[config.mk]
export PLATFORM = sky130hd
export DESIGN_NAME = keypad_scanner
export DESIGN_NICKNAME = d
export VERILOG_FILES = /design/src/rtl/keypad_scanner.sv
export SDC_FILE = /design/constraint.sdc
export NUM_CORES = 1
export LEC_CHECK = 0
export CAP_MARGIN = 20
export CORE_MARGIN = 1
export CORE_UTILIZATION = 35
export CTS_CLUSTER_SIZE = 8
export DETAILED_ROUTE_END_ITERATION = 6
export HOLD_SLACK_MARGIN = 0.15
export PLACE_DENSITY = 0.52
export SYNTH_ARGS = -nofsm -noshare
export SYNTH_HDL_FRONTEND = slang
export SYNTH_SLANG_ARGS = --single-unit
[constraint.sdc]
create_clock -name clk -period 2.4 [get_ports clk]
set_input_delay 0.24 -clock clk [delete_from_list [all_inputs] [get_ports clk]]
set_output_delay 0.24 -clock clk [all_outputs]
set_load 0.02 [all_outputs]
[src/rtl/keypad_scanner.sv]
// -----------------------------------------------------------------------------
// keypad_scanner
//
// Scans a 4x4 matrix keypad. Columns are driven active-low one at a time and the
// rows are read back. One full pass over the four columns makes a frame. The
// result of each frame is debounced over DEBOUNCE_CNT identical frames before
// the key state changes. A press emits a single key_valid pulse. A release only
// drops key_pressed.
//
// Optional feature macro: KEYPAD_REPEAT_EN
//   When this macro is defined, a held key re-issues key_valid after
//   REPEAT_DELAY frames, and then again every REPEAT_RATE frames.
//
// Ports
//   clk         in   system clock, rising edge
//   rst         in   asynchronous active-high reset
//   row[3:0]    in   keypad rows, active-low, asynchronous to clk
//   col[3:0]    out  keypad column drive, active-low one-hot (1111 after reset)
//   key_code    out  last accepted key, row_index*4 + col_index
//   key_valid   out  one-clk pulse when key_code is (re)issued
//   key_pressed out  high while an accepted key is held
// -----------------------------------------------------------------------------
module keypad_scanner #(
  parameter int SCAN_DIV_W   = 16,
  parameter int DEBOUNCE_CNT = 4,
  parameter int REPEAT_DELAY = 20,
  parameter int REPEAT_RATE  = 5
) (
  input  logic       clk,
  input  logic       rst,
  input  logic [3:0] row,
  output logic [3:0] col,
  output logic [3:0] key_code,
  output logic       key_valid,
  output logic       key_pressed
);

  // Internal key encoding: bit 4 set means "no key", otherwise [3:0] is the code.
  localparam logic [4:0] KEY_NONE   = 5'b10000;
  localparam logic [3:0] STABLE_MAX = 4'(DEBOUNCE_CNT);

  // Returns {found, row_index} for the first low row bit, row 0 first.
  function automatic logic [2:0] first_low(input logic [3:0] r);
    logic [2:0] res;
    if (r[0] == 1'b0) begin
      res = 3'b100;
    end else if (r[1] == 1'b0) begin
      res = 3'b101;
    end else if (r[2] == 1'b0) begin
      res = 3'b110;
    end else if (r[3] == 1'b0) begin
      res = 3'b111;
    end else begin
      res = 3'b000;
    end
    return res;
  endfunction

  logic [3:0]            row_s1_q, row_s2_q;
  logic [SCAN_DIV_W-1:0] div_q, div_d;
  logic [3:0]            col_q, col_d;
  logic [4:0]            acc_q, acc_d;       // partial frame result
  logic [4:0]            cand_q, cand_d;     // debounce candidate
  logic [3:0]            stable_q, stable_d;
  logic [4:0]            state_q, state_d;   // accepted key state
  logic [3:0]            key_code_q, key_code_d;
  logic                  key_valid_q, key_valid_d;
  logic                  key_pressed_q, key_pressed_d;

  logic       scan_tick_s;
  logic [1:0] col_idx_s;
  logic [2:0] row_hit_s;
  logic [4:0] base_s;
  logic [4:0] merged_s;
  logic       frame_end_s;
  logic [4:0] frame_res_s;
  logic       accept_s;

`ifdef KEYPAD_REPEAT_EN
  localparam int REP_MAX = (REPEAT_DELAY > REPEAT_RATE) ? REPEAT_DELAY : REPEAT_RATE;
  localparam int REP_W   = $clog2(REP_MAX + 1);
  localparam logic [REP_W-1:0] DELAY_V = REP_W'(REPEAT_DELAY);
  localparam logic [REP_W-1:0] RATE_V  = REP_W'(REPEAT_RATE);

  logic [REP_W-1:0] rep_cnt_q, rep_cnt_d;
  logic             rep_phase_q, rep_phase_d;  // 0: waiting first delay, 1: repeating
  logic [REP_W-1:0] rep_next_s;
`endif

  // Row synchronizer, prescaler, scan and key state registers.
  always_ff @(posedge clk or posedge rst) begin
    if (rst) begin
      row_s1_q      <= 4'b1111;
      row_s2_q      <= 4'b1111;
      div_q         <= '0;
      col_q         <= 4'b1111;
      acc_q         <= KEY_NONE;
      cand_q        <= KEY_NONE;
      stable_q      <= 4'd0;
      state_q       <= KEY_NONE;
      key_code_q    <= 4'd0;
      key_valid_q   <= 1'b0;
      key_pressed_q <= 1'b0;
`ifdef KEYPAD_REPEAT_EN
      rep_cnt_q     <= '0;
      rep_phase_q   <= 1'b0;
`endif
    end else begin
      row_s1_q      <= row;
      row_s2_q      <= row_s1_q;
      div_q         <= div_d;
      col_q         <= col_d;
      acc_q         <= acc_d;
      cand_q        <= cand_d;
      stable_q      <= stable_d;
      state_q       <= state_d;
      key_code_q    <= key_code_d;
      key_valid_q   <= key_valid_d;
      key_pressed_q <= key_pressed_d;
`ifdef KEYPAD_REPEAT_EN
      rep_cnt_q     <= rep_cnt_d;
      rep_phase_q   <= rep_phase_d;
`endif
    end
  end

  // Next-state logic: scan sequencing, frame resolution, debounce, acceptance.
  always_comb begin
    div_d         = div_q + {{(SCAN_DIV_W-1){1'b0}}, 1'b1};
    col_d         = col_q;
    acc_d         = acc_q;
    cand_d        = cand_q;
    stable_d      = stable_q;
    state_d       = state_q;
    key_code_d    = key_code_q;
    key_valid_d   = 1'b0;
    key_pressed_d = key_pressed_q;
    frame_end_s   = 1'b0;
    frame_res_s   = KEY_NONE;
    merged_s      = KEY_NONE;
    scan_tick_s   = &div_q;
    row_hit_s     = first_low(row_s2_q);
`ifdef KEYPAD_REPEAT_EN
    rep_cnt_d     = rep_cnt_q;
    rep_phase_d   = rep_phase_q;
    rep_next_s    = rep_cnt_q + {{(REP_W-1){1'b0}}, 1'b1};
`endif

    case (col_q)
      4'b1110: col_idx_s = 2'd0;
      4'b1101: col_idx_s = 2'd1;
      4'b1011: col_idx_s = 2'd2;
      4'b0111: col_idx_s = 2'd3;
      default: col_idx_s = 2'd0;
    endcase

    // Column 0 starts a new frame; later columns only count if nothing earlier hit.
    base_s = (col_q == 4'b1110) ? KEY_NONE : acc_q;
    if (base_s != KEY_NONE) begin
      merged_s = base_s;
    end else if (row_hit_s[2]) begin
      merged_s = {1'b0, row_hit_s[1:0], col_idx_s};
    end else begin
      merged_s = KEY_NONE;
    end

    if (scan_tick_s) begin
      case (col_q)
        4'b1110: col_d = 4'b1101;
        4'b1101: col_d = 4'b1011;
        4'b1011: col_d = 4'b0111;
        4'b0111: col_d = 4'b1110;
        default: col_d = 4'b1110;
      endcase
      // With col=1111 nothing is driven, so there is nothing to sample.
      if (col_q != 4'b1111) begin
        acc_d = merged_s;
        if (col_q == 4'b0111) begin
          frame_end_s = 1'b1;
          frame_res_s = merged_s;
        end else begin
          frame_end_s = 1'b0;
        end
      end else begin
        acc_d = KEY_NONE;
      end
    end else begin
      col_d = col_q;
    end

    if (frame_end_s) begin
      if (frame_res_s == cand_q) begin
        if (stable_q == STABLE_MAX) begin
          stable_d = stable_q;
        end else begin
          stable_d = stable_q + 4'd1;
        end
      end else begin
        cand_d   = frame_res_s;
        stable_d = 4'd1;
      end
    end else begin
      stable_d = stable_q;
    end

    // Acceptance looks at registered debounce state, so it lands one clk after the frame end.
    accept_s = (stable_q == STABLE_MAX) && (cand_q != state_q);

    if (accept_s) begin
      state_d = cand_q;
`ifdef KEYPAD_REPEAT_EN
      rep_cnt_d   = '0;
      rep_phase_d = 1'b0;
`endif
      if (cand_q == KEY_NONE) begin
        key_pressed_d = 1'b0;
      end else begin
        key_code_d    = cand_q[3:0];
        key_pressed_d = 1'b1;
        key_valid_d   = 1'b1;
      end
    end
`ifdef KEYPAD_REPEAT_EN
    // Repeat frames only count while the accepted key is actually seen in the frame.
    else if (frame_end_s && key_pressed_q && (frame_res_s == state_q)) begin
      if (rep_next_s == (rep_phase_q ? RATE_V : DELAY_V)) begin
        key_valid_d = 1'b1;
        rep_cnt_d   = '0;
        rep_phase_d = 1'b1;
      end else begin
        rep_cnt_d   = rep_next_s;
      end
    end
`endif
    else begin
      state_d = state_q;
    end
  end

  assign col         = col_q;
  assign key_code    = key_code_q;
  assign key_valid   = key_valid_q;
  assign key_pressed = key_pressed_q;

endmodule

==> flow_metrics.py, run 1 <==
metrics = {
    "global_routing": {
        "antenna_found_initial": 0,
        "grt_pass1_vias": 1745,
        "grt_pass1_wl_um": 8410,
        "grt_overflow": 0,
        "grtUsageTotal": 0.145,
        "grt_max_degree": 54,
    },
    "place": {
        "portBuffers": 15,
        "placed_area_mm2": 0.00288,
        "dp_hpwl_um": 3320,
        "dp.cells": 343,
        "gp_congestion": 0.928,
    },
    "die": {
        "dieArea_mm2": 0.00746,
        "pin_count": 16,
        "rows": 30,
        "core-area_mm2": 0.00683,
        "die_h_um": 86.4,
        "initial_utilization": 0.365,
        "die_w_um": 86.4,
    },
    "final_layout": {
        "drive_gt1_frac": 0.286,
        "fin_util": 0.452,
        "area_growth_pct": 23.8,
        "fill_cells": 670,
        "instances_no_fill": 355,
        "antennaDiodeCount": 0,
        "final_area_mm2": 0.00309,
        "regArea_mm2": 0.00135,
        "multi_input_area_mm2": 0.00115,
        "final_nets": 267,
    },
    "sta": {
        "slew_headroom": 0.683,
        "fmax_ghz": 0.416,
        "rsz0062_at_grt": "yes",
        "skew_ns": 0.0181,
        "report.final.slew_viol_count": 0,
        "finalHoldViolCount": 0,
        "fin_crit_ns": 2.41,
        "tightest_slew_ns": 0.471,
        "setup_viol": 1,
        "finalCritPeriodShare": 1.00,
        "setup_slack_ns": -0.00670,
    },
    "setup_path": {
        "end_kind": "flop",
        "path_class": "reg2reg",
        "crit_required_ns": 2.62,
        "cp.arrival_ns": 2.62,
        "r2r_end": "stable_q[0]",
        "timing.rr.start": "acc_q[4]",
        "reg2reg_depth": 9,
        "crit_fanout": 4,
        "critPathLaunchType": "flop",
        "r2r_setup_slack_ns": -0.007,
    },
    "detailed_routing": {
        "wire_per_inst_um": 14.0,
        "num_vias": 1787,
        "drt_iter0_drc": 91,
        "ant_nets": 0,
        "dr.pass1.iters": 4,
        "drc_errors": 0,
        "wl_um": 4990,
        "detail_route.vias_per_cell": 5.03,
    },
    "logic_synthesis": {
        "synth-compound-area-share": 0.149,
        "netlist.area_leader.share": 0.382,
        "synthMuxAreaShare": 0.0266,
        "synth-async-reset-ratio": 1.00,
        "synth-simple-area-share": 0.161,
        "netlist_area_mm2": 0.00249,
        "synth-edff-count": 0,
        "synth.largest_area_cell": "dfrtp_1",
        "synth.net_count": 233,
        "synth_seq_cells": 53,
        "ys_warn_count": 0,
        "synth_fa_ha_area_frac": 0.0151,
        "synth_top_family_by_area": "simple AND/OR/NAND/NOR gates",
        "synth-xor-area-share": 0.0738,
        "netlist_instances": 224,
        "syn_area_per_cell_um2": 11.1,
        "synthTopCellsByArea": "dfrtp_1 (38%), dfstp_2 (16%), xnor2_1 (4.9%), nand2_1 (3.3%), xor2_1 (2.5%)",
        "synthFlopType": "dfrtp_1",
        "ys_types": 47,
        "ys_seq_area_frac": 0.540,
    },
    "outcome": {
        "failed_checks": "setup timing",
        "status": "finished, violations left",
    },
    "power_and_ir_drop": {
        "leakagePower_nw": 1.34,
        "power.total_mw": 1.48,
        "internal-power_mw": 1.13,
        "switchingPower_mw": 0.348,
        "pwr-share-clk": 0.363,
        "vdd_drop_max_mv": 0.265,
        "seq_power_share": 0.616,
        "switching_share": 0.235,
        "pwr-share-comb": 0.021,
        "power_density_mw_per_mm2": 478,
    },
    "min_path": {
        "hold_path.class": "in2async",
    },
    "clocking": {
        "clk_pin_slew_ns": 0.11,
        "h-tree-depth": 2,
        "numCtsBuffers": 5,
        "ctsHoldBuffers": 0,
        "clk_latency_ns": 0.32,
        "cts.sinks": 53,
        "cts_tree": "done",
        "clock-root-buffer": "clkbuf_8",
        "clock_path_buffers": 2,
    },
    "flow_run": {
        "maxCapViolCount": 0,
    },
}
==> synth_stat cells (all sizes together), types with 3 or more instances <==
master,instances
dfrtp,38
nand2,22
dfstp,15
xnor2,14
o21ai,13
a21oi,12
nand3,11
inv,10
clkbuf,9
nor2,9
nand4,7
xor2,7
a22o,6
mux2,5
nand2b,4
a31oi,3
and3,3
ha,3
o32a,3
==> final cells by class <==
cell class / instances / share of cell area
Clock buffer: 5 / 0.0223
Clock inverter: 3 / 0.00811
Inverter: 10 / 0.0122
Sequential cell: 53 / 0.436
Timing Repair Buffer: 38 / 0.110
Multi-Input combinational cell: 150 / 0.373
Tap cell: 96 / 0.0389
==> cells in the final DEF, fill, tap and decap left out, drive strengths merged, types with 2 or more instances in the layout <==
master / Yosys / routed
a21oi: 12 / 12
a22o: 6 / 6
a31oi: 3 / 3
a32oi: 2 / 2
and3: 3 / 3
and4: 2 / 2
buf: 2 / 23
clkbuf: 9 / 5
clkdlybuf4s50: 0 / 15
dfrtp: 38 / 38
dfstp: 15 / 15
ha: 3 / 3
inv: 10 / 11
mux2: 5 / 5
nand2: 22 / 22
nand2b: 4 / 4
nand3: 11 / 11
nand4: 7 / 7
nor2: 9 / 9
nor3: 2 / 2
nor4: 2 / 2
o21ai: 13 / 13
o31ai: 2 / 2
o32a: 3 / 3
o41ai: 2 / 2
xnor2: 14 / 14
xor2: 7 / 7
==> critical path, cell delays in order, from the launching register on <==
cell and delay [ns]:
dfstp_2 0.53, or4b_4 0.49, o21ai_4 0.18, buf_6 0.14
a21oi_4 0.06, a311oi_4 0.29, xor2_1 0.12, a31oi_2 0.27
o211a_1 0.21, a21oi_2 0.03
==> worst max-delay path by stage <==
stage	from	to	slack [ns]	cells after the start
detailed placement	acc_q[4]	stable_q[0]	0.02	9
global placement	acc_q[4]	stable_q[0]	0.06	9
floorplan	col[1]	stable_q[0]	0.002	9
global route	acc_q[4]	stable_q[0]	-0.1	9
CTS	div_q[1]	stable_q[0]	0.02	9
finish	acc_q[4]	stable_q[0]	-0.007	9
==> per-stage QoR <==
| stage | TNS [ns] | worst slack [ns] | hold slack (ns) |
|---|---|---|---|
| after CTS | 0 | 0.0177 | 0.282 |
| after global placement | 0 | 0.0587 | 0.346 |
| after detailed placement | 0 | 0.0226 | 0.347 |
| after floorplan | 0 | 0.00171 | 0.244 |
| after global routing | -0.235 | -0.0964 | 0.315 |
| final | -0.00670 | -0.00670 | 0.272 |
==> power groups by stage <==
stage	sequential, mW	combinational (mW)	clock, mW
after CTS	0.909	0.0329	0.555
final	0.909	0.0313	0.535
after global routing	0.911	0.0367	0.585
after global placement	0.925	0.0326	0
after detailed placement	0.925	0.0329	0
after floorplan	0.924	0.0144	0
==> metal layers <==
layer,global-route usage,share of wire
met5,0,0
met4,0.0561,0.021
met3,0.0352,0.030
met2,0.221,0.46
met1,0.200,0.49
==> logic make-up after synthesis <==
logic type | count (synthesis)
xor+xnor | 21
flops | 53
buf+inv | 21
mux | 6
fa+ha+maj | 3
compound gates | 51
simple gates | 69
==> flip-flops by register name, summed over array words and instances, names as in the netlist, 4 cells and up <==
name      flops
div_q        16
acc_q         5
cand_q        5
state_q       5
col           4
key_code      4
row_s1_q      4
row_s2_q      4
stable_q      4
==> timing repair <==
item,4_1_cts,5_1_grt
setup buffers,0,4
resized for setup,0,14
setup endpoints to repair,0,4
(Power assumes the default switching activity.)
==> run 2: changes to the inputs <==
- PLACE_DENSITY: 0.52 -> 0.5
- TNS_END_PERCENT: unset -> 10
- clock period: 2.4 -> 2.35 ns (I/O delays scaled with it)
==> flow_metrics.py, run 2 (synthesized netlist as in run 1, its figures left out) <==
metrics = {
    "final_layout": {
        "final_common_cell": "dfrtp_1",
        "fill_cells": 662,
        "antennaDiodeCount": 0,
        "largest_reg_flops": 16,
        "regMostFlops": "div_q",
        "final_cell_mix": "dfrtp_1 (38), buf_4 (27), nand2_1 (21)",
        "drive_gt1_frac": 0.298,
        "instances_no_fill": 361,
        "area_growth_pct": 26.4,
        "final_nets": 273,
        "fin_util": 0.461,
    },
    "power_and_ir_drop": {
        "pwr-share-comb": 0.020,
        "seq_power_share": 0.578,
        "pwr-share-clk": 0.402,
        "internal-power_mw": 1.28,
        "power.total_mw": 1.61,
        "switching_share": 0.202,
        "leakagePower_nw": 1.36,
        "power_density_mw_per_mm2": 510,
        "vdd_drop_max_mv": 0.401,
        "switchingPower_mw": 0.325,
    },
    "die": {
        "initial_utilization": 0.365,
        "pin_count": 16,
        "die_h_um": 86.4,
        "dieArea_mm2": 0.00746,
        "rows": 30,
        "die_w_um": 86.4,
        "core-area_mm2": 0.00683,
    },
    "setup_path": {
        "cp_cell_sequence": "or4b_4, o21ai_4, a32oi_2, xnor2_1, o32a_1, o32ai_4, o211a_1, a21oi_1",
        "critPathSlowestCell": "dfstp_2",
        "cp.arrival_ns": 2.51,
        "timing.rr.start": "acc_q[4]",
        "crit_path_start": "acc_q[4]",
        "crit_required_ns": 2.55,
        "crit_fanout": 4,
        "path_class": "reg2reg",
        "slowest_delay_ns": 0.53,
        "end_kind": "flop",
        "critPathLaunchType": "flop",
    },
    "detailed_routing": {
        "ant_nets": 0,
        "drt_iter0_drc": 82,
        "detail_route.vias_per_cell": 4.88,
        "drc_errors": 0,
        "dr.pass1.iters": 4,
        "num_vias": 1760,
        "wire_per_inst_um": 13.4,
        "wl_um": 4850,
    },
    "clocking": {
        "clock-root-buffer": "clkbuf_8",
        "clk_latency_ns": 0.30,
        "clk_pin_slew_ns": 0.10,
        "cts_tree": "done",
        "cts.sinks": 53,
        "clock_path_buffers": 2,
        "h-tree-depth": 2,
        "numCtsBuffers": 5,
    },
    "sta": {
        "skew_ns": 0.00838,
        "holdWs_ns": 0.324,
        "report.final.slew_viol_count": 0,
        "finalHoldViolCount": 0,
        "fmax_ghz": 0.431,
        "slew_headroom": 0.587,
        "setup_viol": 0,
        "rsz0062_at_grt": "yes",
        "tightest_slew_ns": 0.618,
        "finalCritPeriodShare": 0.986,
        "fin_crit_ns": 2.32,
        "setup_tns_ns": 0,
    },
    "outcome": {
        "status": "complete, no violations",
    },
    "place": {
        "dp_hpwl_um": 3460,
        "portBuffers": 15,
        "dp.cells": 349,
        "gp_congestion": 0.734,
    },
    "global_routing": {
        "grt_overflow": 0,
        "grt_pass1_wl_um": 8220,
        "grtUsageTotal": 0.141,
        "grt_max_degree": 29,
        "antenna_found_initial": 0,
        "grt_pass1_vias": 1689,
    },
    "min_path": {
        "hold_path.class": "in2async",
    },
    "flow_run": {
        "maxCapViolCount": 0,
    },
}
-- run 2: what timing repair did --
action	in CTS	in global routing
resized for setup	6	6
buffers inserted	4	0
endpoints found under the setup margin	2	5
pin swaps	5	7
hold buffers	0	0
-- run 2: final cells by class --
cell class / count / area (um^2) / share of cell area
Tap cell: 96 / 120 / 0.0381
Inverter: 10 / 37.5 / 0.0119
Timing Repair Buffer: 44 / 384 / 0.122
Multi-Input combinational cell: 150 / 1140 / 0.363
Clock inverter: 2 / 37.5 / 0.0119
Clock buffer: 6 / 82.6 / 0.0262
Sequential cell: 53 / 1350 / 0.427
-- run 2: layer usage --
metal	track usage	part of all wire	wire length [um]	up-vias
met5	0	0	0	-
met4	0.0515	0.018	87	0
met3	0.0267	0.027	133	9
met2	0.227	0.47	2270	29
met1	0.190	0.49	2360	836
li1	-	-	-	886
-- run 2: metrics by stage --
step | setup slack (ns) | area, um^2
floorplan | -0.0483 | 2530
detailed placement | -0.0395 | 2930
CTS | -0.0171 | 3110
global placement | 0.0551 | 2930
global route | -0.0873 | 3150
finish | 0.0324 | 3150
-- run 2: path summary, 6_finish.rpt --
check,to,slack (ns),cells after the start
min in group clk,row_s1_q[0],0.33,1
worst min register to register,row_s2_q[3],0.36,0
worst max register to register,stable_q[0],0.03,8
max in group asynchronous,state_q[4],1.39,3
worst min-delay path,div_q[0],0.32,2
worst max-delay path,stable_q[0],0.03,8
-- run 2: worst max-delay path, delay by kind of cell, from the launching register on --
kind | cells | cell delay (ns)
flip-flops | 1 | 0.53
AND/OR/NAND/NOR | 1 | 0.49
XOR/XNOR | 1 | 0.15
AO/OA/AOI/OAI | 6 | 1.05
-- run 2: power by group through the flow --
stage | Clock [mW] | Sequential, mW | Combinational [mW]
3_3_place_gp | 0 | 0.945 | 0.0337
4_1_cts | 0.676 | 0.928 | 0.0335
2_1_floorplan | 0 | 0.944 | 0.0147
3_5_place_dp | 0 | 0.945 | 0.0335
5_1_grt | 0.700 | 0.930 | 0.0378
6_report | 0.646 | 0.929 | 0.0327
==> run 3: changes to the inputs <==
- clock period: 2.35 -> 2.74 ns (I/O delays scaled with it)
==> flow_metrics.py, run 3 (synthesized netlist as in run 1, its figures left out) <==
metrics = {
    "clocking": {
        "cts_resized": 0,
        "ctsHoldBuffers": 0,
        "clock-root-buffer": "clkbuf_8",
        "clock_path_buffers": 2,
        "numCtsBuffers": 5,
        "cts_tree": "done",
        "clk_pin_slew_ns": 0.09,
        "clk_latency_ns": 0.30,
        "h-tree-depth": 2,
        "cts.sinks": 53,
        "post_cts_buffers": 0,
    },
    "die": {
        "initial_utilization": 0.365,
        "dieArea_mm2": 0.00746,
        "rows": 30,
        "die_w_um": 86.4,
        "core-area_mm2": 0.00683,
        "pin_count": 16,
        "die_h_um": 86.4,
    },
    "sta": {
        "slew_headroom": 0.657,
        "tightest_slew_ns": 0.513,
        "setup_tns_ns": 0,
        "rsz0062_at_grt": "no",
        "finalCritPeriodShare": 0.925,
        "report.final.slew_viol_count": 0,
        "fin_crit_ns": 2.54,
        "fmax_ghz": 0.394,
        "skew_ns": 0.00583,
        "setup_viol": 0,
        "finalHoldViolCount": 0,
    },
    "power_and_ir_drop": {
        "seq_power_share": 0.580,
        "pwr-share-clk": 0.400,
        "switching_share": 0.199,
        "power_density_mw_per_mm2": 469,
        "switchingPower_mw": 0.273,
        "leakagePower_nw": 1.25,
        "pwr-share-comb": 0.020,
        "power.total_mw": 1.37,
        "internal-power_mw": 1.10,
        "vdd_drop_max_mv": 0.251,
    },
    "final_layout": {
        "final_cell_mix": "dfrtp_1 (38), nand2_1 (22), dfstp_2 (15), clkdlybuf4s50_1 (15), xnor2_1 (14)",
        "drive_gt1_frac": 0.206,
        "area_growth_pct": 17.4,
        "final_nets": 255,
        "regMostFlops": "div_q",
        "antennaDiodeCount": 0,
        "largest_reg_flops": 16,
        "final_common_cell": "dfrtp_1",
        "fin_util": 0.428,
    },
    "global_routing": {
        "grt_max_degree": 31,
        "grt_pass1_vias": 1703,
        "grtUsageTotal": 0.143,
        "grt_overflow": 0,
        "antenna_found_initial": 0,
        "grt_pass1_wl_um": 8240,
    },
    "setup_path": {
        "timing.rr.start": "div_q[0]",
        "end_kind": "flop",
        "slowest_delay_ns": 0.60,
        "cp_cell_sequence": "ha_1, and4_4, nand3_4, or4_4, nor4_2, a41oi_1, a31oi_2, nand3_1, a21oi_1",
        "crit_required_ns": 2.98,
        "critPathLaunchType": "flop",
        "reg2reg_depth": 9,
        "critPathSlowestCell": "or4_4",
        "r2r_setup_slack_ns": 0.20,
        "crit_buf_inv": 0,
        "critPathTopFamily": "simple AND/OR/NAND/NOR gates",
        "cp.arrival_ns": 2.77,
        "crit_cells": 9,
        "path_class": "reg2reg",
        "crit_fanout": 6,
        "r2r_end": "stable_q[2]",
    },
    "detailed_routing": {
        "drt_iter0_drc": 69,
        "wl_um": 4630,
        "ant_nets": 0,
        "drc_errors": 0,
        "num_vias": 1719,
        "detail_route.vias_per_cell": 5.01,
        "dr.pass1.iters": 4,
        "wire_per_inst_um": 13.5,
    },
    "place": {
        "portBuffers": 15,
        "gp_congestion": 0.824,
        "dp_hpwl_um": 3360,
    },
    "flow_run": {
        "maxCapViolCount": 0,
    },
    "min_path": {
        "hold_path.class": "in2async",
    },
    "outcome": {
        "status": "complete, no violations",
    },
}
## run 3: changes by cell type in the layout (fill, tap and decap cells not counted), sizes merged
| cell | previous run | this run |
|---|---|---|
| buf | 29 | 11 |
## run 3: worst max path at each step
stage | end | startpoint
after floorplan | stable_q[0] | col[2]
after global placement | stable_q[2] | div_q[0]
after detailed placement | stable_q[2] | div_q[0]
after CTS | stable_q[2] | div_q[0]
after global routing | stable_q[2] | div_q[0]
final | stable_q[2] | div_q[0]
## run 3: power by group through the flow
| stage | sequential (mW) | combinational, mW | clock [mW] |
|---|---|---|---|
| after floorplan | 0.810 | 0.0126 | 0 |
| after global placement | 0.811 | 0.0287 | 0 |
| after detailed placement | 0.811 | 0.0287 | 0 |
| after CTS | 0.796 | 0.0287 | 0.573 |
| after global routing | 0.797 | 0.0317 | 0.597 |
| final | 0.796 | 0.0269 | 0.550 |
## run 3: layout make-up
class,instances,area (um^2)
fillers,685,3910
flip-flops and latches,53,1350
multi-input cells,150,1060
repair buffers,26,243
well taps,96,120
clock buffers,6,82.6
clock inverters,2,37.5
inverters,10,37.5
## run 3: per-stage QoR
stage,cell area [um^2],std cells,hold WS (ns),setup WS [ns]
2_1_floorplan,2490,224,0.278,0.108
3_3_place_gp,2800,334,0.346,0.249
3_5_place_dp,2810,335,0.347,0.180
4_1_cts,2930,343,0.320,0.182
5_1_grt,2930,343,0.352,0.00742
6_report,2930,343,0.311,0.204
## run 3: per-layer routing
metal,share of wire,vias to the layer above,GRT usage
met5,0,-,0
li1,-,845,-
met4,0.022,0,0.0606
met1,0.50,830,0.200
met3,0.036,9,0.0295
met2,0.44,35,0.215
